### config.mk
export PLATFORM = sky130hd
export DESIGN_NAME = stop_game_ctrl_flat
export DESIGN_NICKNAME = d
export VERILOG_FILES = /design/src/rtl/stop_game_ctrl_if.sv /design/src/rtl/stop_game_ctrl.sv /design/src/flat_wrapper.sv
export SDC_FILE = /design/constraint.sdc
export NUM_CORES = 1
export LEC_CHECK = 0
export CELL_PAD_IN_SITES_DETAIL_PLACEMENT = 1
export CELL_PAD_IN_SITES_GLOBAL_PLACEMENT = 1
export CORE_ASPECT_RATIO = 0.9
export CORE_MARGIN = 3
export CORE_UTILIZATION = 45
export DETAILED_ROUTE_END_ITERATION = 7
export GPL_TIMING_DRIVEN = 1
export PLACE_DENSITY = 0.88
export SETUP_SLACK_MARGIN = 0.02
export SLEW_MARGIN = 20
export SYNTH_ARGS = -nofsm -noshare
export SYNTH_HDL_FRONTEND = slang
export SYNTH_SLANG_ARGS = --single-unit
### constraint.sdc
create_clock -name clk -period 3.9 [get_ports clk]
set_input_delay 0.975 -clock clk [delete_from_list [all_inputs] [get_ports clk]]
set_output_delay 0.975 -clock clk [all_outputs]
set_load 0.05 [all_outputs]
### src/rtl/stop_game_ctrl_if.sv
// Signal bundle between the stop-the-light game controller and its button, position-counter and display neighbours.
// The controller side uses the master modport; the environment/testbench side uses slave.
interface stop_game_ctrl_if #(
   parameter int SCORE_W = 4
);
   logic               btn_start;
   logic               btn_stop;
   logic [3:0]         position;
   logic               start_flag;
   logic [1:0]         state;
   logic [SCORE_W-1:0] score;
   logic [1:0]         lives;
   logic               hit;
   logic               miss;
   logic               game_over;

   // Handshake: btn_start/btn_stop are single-cycle request pulses with no ready
   // (ignored when the current state does not accept them); hit/miss act as the
   // one-cycle valid for a judgement, and score/lives are valid alongside them.
   modport master (
      input  btn_start, btn_stop, position,
      output start_flag, state, score, lives, hit, miss, game_over
   );

   modport slave (
      output btn_start, btn_stop, position,
      input  start_flag, state, score, lives, hit, miss, game_over
   );
endinterface

### src/rtl/stop_game_ctrl.sv
// Game controller for the 9-LED "stop the light" game: judges stop presses
// against a target position, keeps score and lives, and gates the position counter.
module stop_game_ctrl #(
   parameter int TARGET_POS  = 4,
   parameter int HOLD_CYCLES = 100000000,
   parameter int MAX_LIVES   = 3,
   parameter int SCORE_W     = 4
) (
   input  logic             clk,
   input  logic             rst_n,
   stop_game_ctrl_if.master bus
);

   typedef enum logic [1:0] {
      S_IDLE   = 2'd0,
      S_RUN    = 2'd1,
      S_RESULT = 2'd2,
      S_OVER   = 2'd3
   } state_t;

   localparam int                 HOLD_W     = (HOLD_CYCLES > 1) ? $clog2(HOLD_CYCLES) : 1;
   localparam logic [HOLD_W-1:0]  HOLD_LAST  = HOLD_W'(HOLD_CYCLES - 1);
   localparam logic [SCORE_W-1:0] SCORE_MAX  = '1;
   localparam logic [1:0]         LIVES_INIT = 2'(MAX_LIVES);
   localparam logic [3:0]         TARGET     = 4'(TARGET_POS);

   state_t             st_q, st_n;
   logic [HOLD_W-1:0]  hold_q, hold_n;
   logic [SCORE_W-1:0] score_q, score_n;
   logic [1:0]         lives_q, lives_n;
   logic               hit_q, hit_n;
   logic               miss_q, miss_n;
   logic               start_flag_q, start_flag_n;
   logic               game_over_q, game_over_n;

   always_ff @(posedge clk) begin
      if (!rst_n) begin
         st_q         <= S_IDLE;
         hold_q       <= '0;
         score_q      <= '0;
         lives_q      <= LIVES_INIT;
         hit_q        <= 1'b0;
         miss_q       <= 1'b0;
         start_flag_q <= 1'b0;
         game_over_q  <= 1'b0;
      end else begin
         st_q         <= st_n;
         hold_q       <= hold_n;
         score_q      <= score_n;
         lives_q      <= lives_n;
         hit_q        <= hit_n;
         miss_q       <= miss_n;
         start_flag_q <= start_flag_n;
         game_over_q  <= game_over_n;
      end
   end

   always_comb begin
      st_n    = st_q;
      hold_n  = hold_q;
      score_n = score_q;
      lives_n = lives_q;
      hit_n   = 1'b0;
      miss_n  = 1'b0;

      case (st_q)
         S_IDLE, S_OVER: begin
            // A start wins over a simultaneous stop here; stop alone does nothing.
            if (bus.btn_start) begin
               st_n    = S_RUN;
               score_n = '0;
               lives_n = LIVES_INIT;
            end
         end
         S_RUN: begin
            if (bus.btn_stop) begin
               st_n   = S_RESULT;
               hold_n = '0;
               if (bus.position == TARGET) begin
                  hit_n = 1'b1;
                  if (score_q != SCORE_MAX) begin
                     score_n = score_q + SCORE_W'(1);
                  end
               end else begin
                  miss_n  = 1'b1;
                  lives_n = lives_q - 2'd1;
               end
            end
         end
         S_RESULT: begin
            // hold_q counts 0..HOLD_CYCLES-1, so RESULT is visible for HOLD_CYCLES cycles.
            if (hold_q == HOLD_LAST) begin
               st_n = (lives_q == 2'd0) ? S_OVER : S_RUN;
            end else begin
               hold_n = hold_q + HOLD_W'(1);
            end
         end
         default: st_n = S_IDLE;
      endcase

      // Registered so the outputs track the state they describe with no glitch path.
      start_flag_n = (st_n == S_RUN);
      game_over_n  = (st_n == S_OVER);
   end

   assign bus.start_flag = start_flag_q;
   assign bus.state      = st_q;
   assign bus.score      = score_q;
   assign bus.lives      = lives_q;
   assign bus.hit        = hit_q;
   assign bus.miss       = miss_q;
   assign bus.game_over  = game_over_q;

endmodule

### src/flat_wrapper.sv
// flat-port wrapper written by rule: the top's interface ports become plain ports
module stop_game_ctrl_flat 
#(
   parameter int TARGET_POS  = 4,
   parameter int HOLD_CYCLES = 100000000,
   parameter int MAX_LIVES   = 3,
   parameter int SCORE_W     = 4
)
  (clk, rst_n, bus_btn_start, bus_btn_stop, bus_position, bus_start_flag, bus_state, bus_score, bus_lives, bus_hit, bus_miss, bus_game_over);
  stop_game_ctrl_if #(.SCORE_W(SCORE_W)) bus_i ();
  input  logic clk;
  input  logic rst_n;
  input wire logic [$bits(bus_i.btn_start)-1:0] bus_btn_start;
  input wire logic [$bits(bus_i.btn_stop)-1:0] bus_btn_stop;
  input wire logic [$bits(bus_i.position)-1:0] bus_position;
  output wire logic [$bits(bus_i.start_flag)-1:0] bus_start_flag;
  output wire logic [$bits(bus_i.state)-1:0] bus_state;
  output wire logic [$bits(bus_i.score)-1:0] bus_score;
  output wire logic [$bits(bus_i.lives)-1:0] bus_lives;
  output wire logic [$bits(bus_i.hit)-1:0] bus_hit;
  output wire logic [$bits(bus_i.miss)-1:0] bus_miss;
  output wire logic [$bits(bus_i.game_over)-1:0] bus_game_over;
  assign bus_i.btn_start = bus_btn_start;
  assign bus_i.btn_stop = bus_btn_stop;
  assign bus_i.position = bus_position;
  assign bus_start_flag = bus_i.start_flag;
  assign bus_state = bus_i.state;
  assign bus_score = bus_i.score;
  assign bus_lives = bus_i.lives;
  assign bus_hit = bus_i.hit;
  assign bus_miss = bus_i.miss;
  assign bus_game_over = bus_i.game_over;
  stop_game_ctrl #(.TARGET_POS(TARGET_POS), .HOLD_CYCLES(HOLD_CYCLES), .MAX_LIVES(MAX_LIVES), .SCORE_W(SCORE_W)) u_core (.clk(clk), .rst_n(rst_n), .bus(bus_i));
endmodule
==> impl_metrics.yaml <==
route:
  drt_iter0_drc: 116
  ant_nets: 0
  viasPerCell: 5.99
  num_vias: 1930
  drt_wl_total_um: 5150
  first_pass_iters: 4
  drc: 0
  wl_per_cell_um: 16.0
power_and_ir_drop:
  ir_drop_mv: 0.256
  p_leak_nw: 0.750
  cellPowerDensity_nw_per_um2: 448
floorplanning:
  die_y_um: 69.5
  io_pins: 20
  start_util_pct: 48.1
  core_area_um2: 4180
  die_x_um: 76.5
  dieArea_um2: 5320
  num_rows: 22
timing:
  timing.final.crit_share_pct: 68.6
  maxSlewViolCount: 0
  finClkSkew_ps: 2.90
  relSlewSlack_pct: 57.0
  period_needed_ps: 2680
  fin_setup_tns_ps: 0
  tightest_slew_ps: 639
  finalHoldViolations: 0
  max_freq_mhz: 374
  rsz0062_at_grt: "no"
  setup_violations: 0
cts:
  clkTransAtPathRegs_ps: 70
  tritoncts: "built"
  post-cts-setup-buffers: 0
  worst_skew_pair.late_latency_ps: 290
  cts_root_buffer: "clkbuf_8"
  clock_sinks: 39
  numCtsBuffers: 5
  post_cts_resized: 0
  clock_path_buffers: 2
  h-tree-depth: 2
  postCtsHoldBufs: 0
outcome:
  status: "finished, final reports clean"
worst_setup_path:
  critPathTopFamily: "simple AND/OR/NAND/NOR gates"
  end_kind: "register"
  crit_cells: 6
  cp_slowest_stage_delay_ps: 600
  cpMaxStageDelayCell: "clkdlybuf4s50_1"
  critPathBufInv: 1
  critical_path_arrival_ps: 2910
  crit_fanout: 7
  start_kind: "input port"
  path_class: "input port to register"
  required_ps: 4140
  rr_worst_depth: 5
  path_cells: "clkdlybuf4s50_1 -> mux2_2 -> nand4_1 -> or3_4 -> or4_1 -> nand2_1"
logic_synthesis:
  yosysUniqueCellTypes: 43
  seq_area_frac_synth_pct: 38.8
  ys_top_cells_by_count: "dfxtp_1, nand2_1, nand3_1, nor2_1, o21ai_0"
  yosys.area.top_type: "dfxtp_1"
  synthArstFlopShare_pct: 0
  synth_most_common_cell: "dfxtp_1"
  ys_ff_latch: 39
  synthCells: 245
  synth_top_cells_by_area: "dfxtp_1, nand3_1, o21ai_0"
  synth_edf_count: 0
  synthesis.nets: 258
  syn_avg_cell_area_um2: 8.22
  yosys_warnings: 0
  syn_area_um2: 2010
  netlist.area_leader.share_pct: 38.8
  ys.flop_type: "dfxtp_1"
hold_path:
  min_path_type: "register to register"
  min_path_cells: 2
finish:
  layout-drive-gt1-share_pct: 6.11
  insertedDiodeCount: 0
  fin_nets: 274
  fin_area_um2: 2330
  area_delta_synth_final_pct: 15.5
placed_design:
  dpl.hpwl_um: 3770
  io_buffer_count: 19
  post_dp_cell_area_um2: 2240
  place.gp.congestion: 0.774
global_routing:
  grt_pass1_wl_um: 8760
  grt_overflow: 0
  grt_pass1_vias: 1829
  grt_max_degree: 32
  antenna_found_initial: 0
  track_usage_pct: 20.3
flow_run:
  maxCapViolations: 0
## stage by stage
step | total power [W] | setup WS [ps] | hold slack, ps | cells | utilization (%)
after CTS | 0.00105 | 1240 | 502 | 322 | 55.6
after floorplan | 0.000686 | 1480 | 458 | 245 | -
after global placement | 0.000775 | 1050 | 473 | 314 | 53.6
after detailed placement | 0.000790 | 955 | 488 | 314 | 53.6
final | 0.00104 | 1220 | 509 | 322 | 55.6
after global routing | 0.00111 | 1170 | 535 | 322 | 55.6
## registers in the layout, summed over array words and instances, names as in the netlist
signal / flops
u_core.hold_q: 27
u_core.bus.hit: 1
u_core.bus.start_flag: 1
u_core.bus.score: 4
u_core.bus.lives: 2
u_core.bus.miss: 1
u_core.bus.state: 2
u_core.bus.game_over: 1
## layout make-up
class | count | area (um^2)
Tap cell | 60 | 75.1
Fill cell | 525 | 1860
Inverter | 10 | 37.5
Timing Repair Buffer | 21 | 205
Sequential cell | 39 | 781
Clock inverter | 1 | 5.00
Clock buffer | 7 | 76.3
Multi-Input combinational cell | 184 | 1150
## power breakdown
part | internal, W | leakage (nW) | switching (W)
Clock | 0.000126 | 0.0422 | 0.000136
Sequential | 0.000423 | 0.315 | 0.0000238
Combinational | 0.000105 | 0.392 | 0.000228
## per-layer routing
layer | GRT usage [%] | up-vias | wire [um]
met1 | 26.5 | 955 | 2490
met5 | 0 | - | 0
met3 | 5.45 | 6 | 159
met2 | 33.2 | 27 | 2450
li1 | - | 942 | -
met4 | 5.43 | 0 | 48
## cell usage in the layout, fill, tap and decap left out, types with 10 or more instances in the layout
cell / netlist / final
clkdlybuf4s50_1: 0 / 19
nor2_1: 17 / 17
a21oi_1: 14 / 14
or4_1: 11 / 11
dfxtp_1: 39 / 39
o21ai_0: 17 / 16
inv_1: 10 / 10
nand3_1: 19 / 19
or3_1: 11 / 11
nand2_1: 20 / 20
## worst register-to-register path, delay by kind of cell (launching register included)
family / cells / cell delay, ps
DFF: 1 / 430
and+or+nand+nor: 5 / 1880
## path summary, 6_finish.rpt
check                          from                 to  slack [ps]
setup / recovery       bus_btn_stop  u_core.hold_q[22]        1220
hold / removal    u_core.hold_q[14]  u_core.hold_q[14]         510
setup reg to reg   u_core.hold_q[4]  u_core.hold_q[22]        1550
hold reg to reg   u_core.hold_q[14]  u_core.hold_q[14]         510
## cell families (layout without fill, tap and decap cells)
kind of cell	count (synthesis)	after routing	synth area share (%)
DFF	39	39	38.8
AOI/OAI and AO/OA	49	49	14.7
adders and majority gates	5	5	3.11
xor gates and xnor gates	9	9	3.91
muxes	3	3	1.55
buffers and inverters	22	39	4.35
and+or+nand+nor	118	118	33.6
Power figures use the tool's default switching activity.
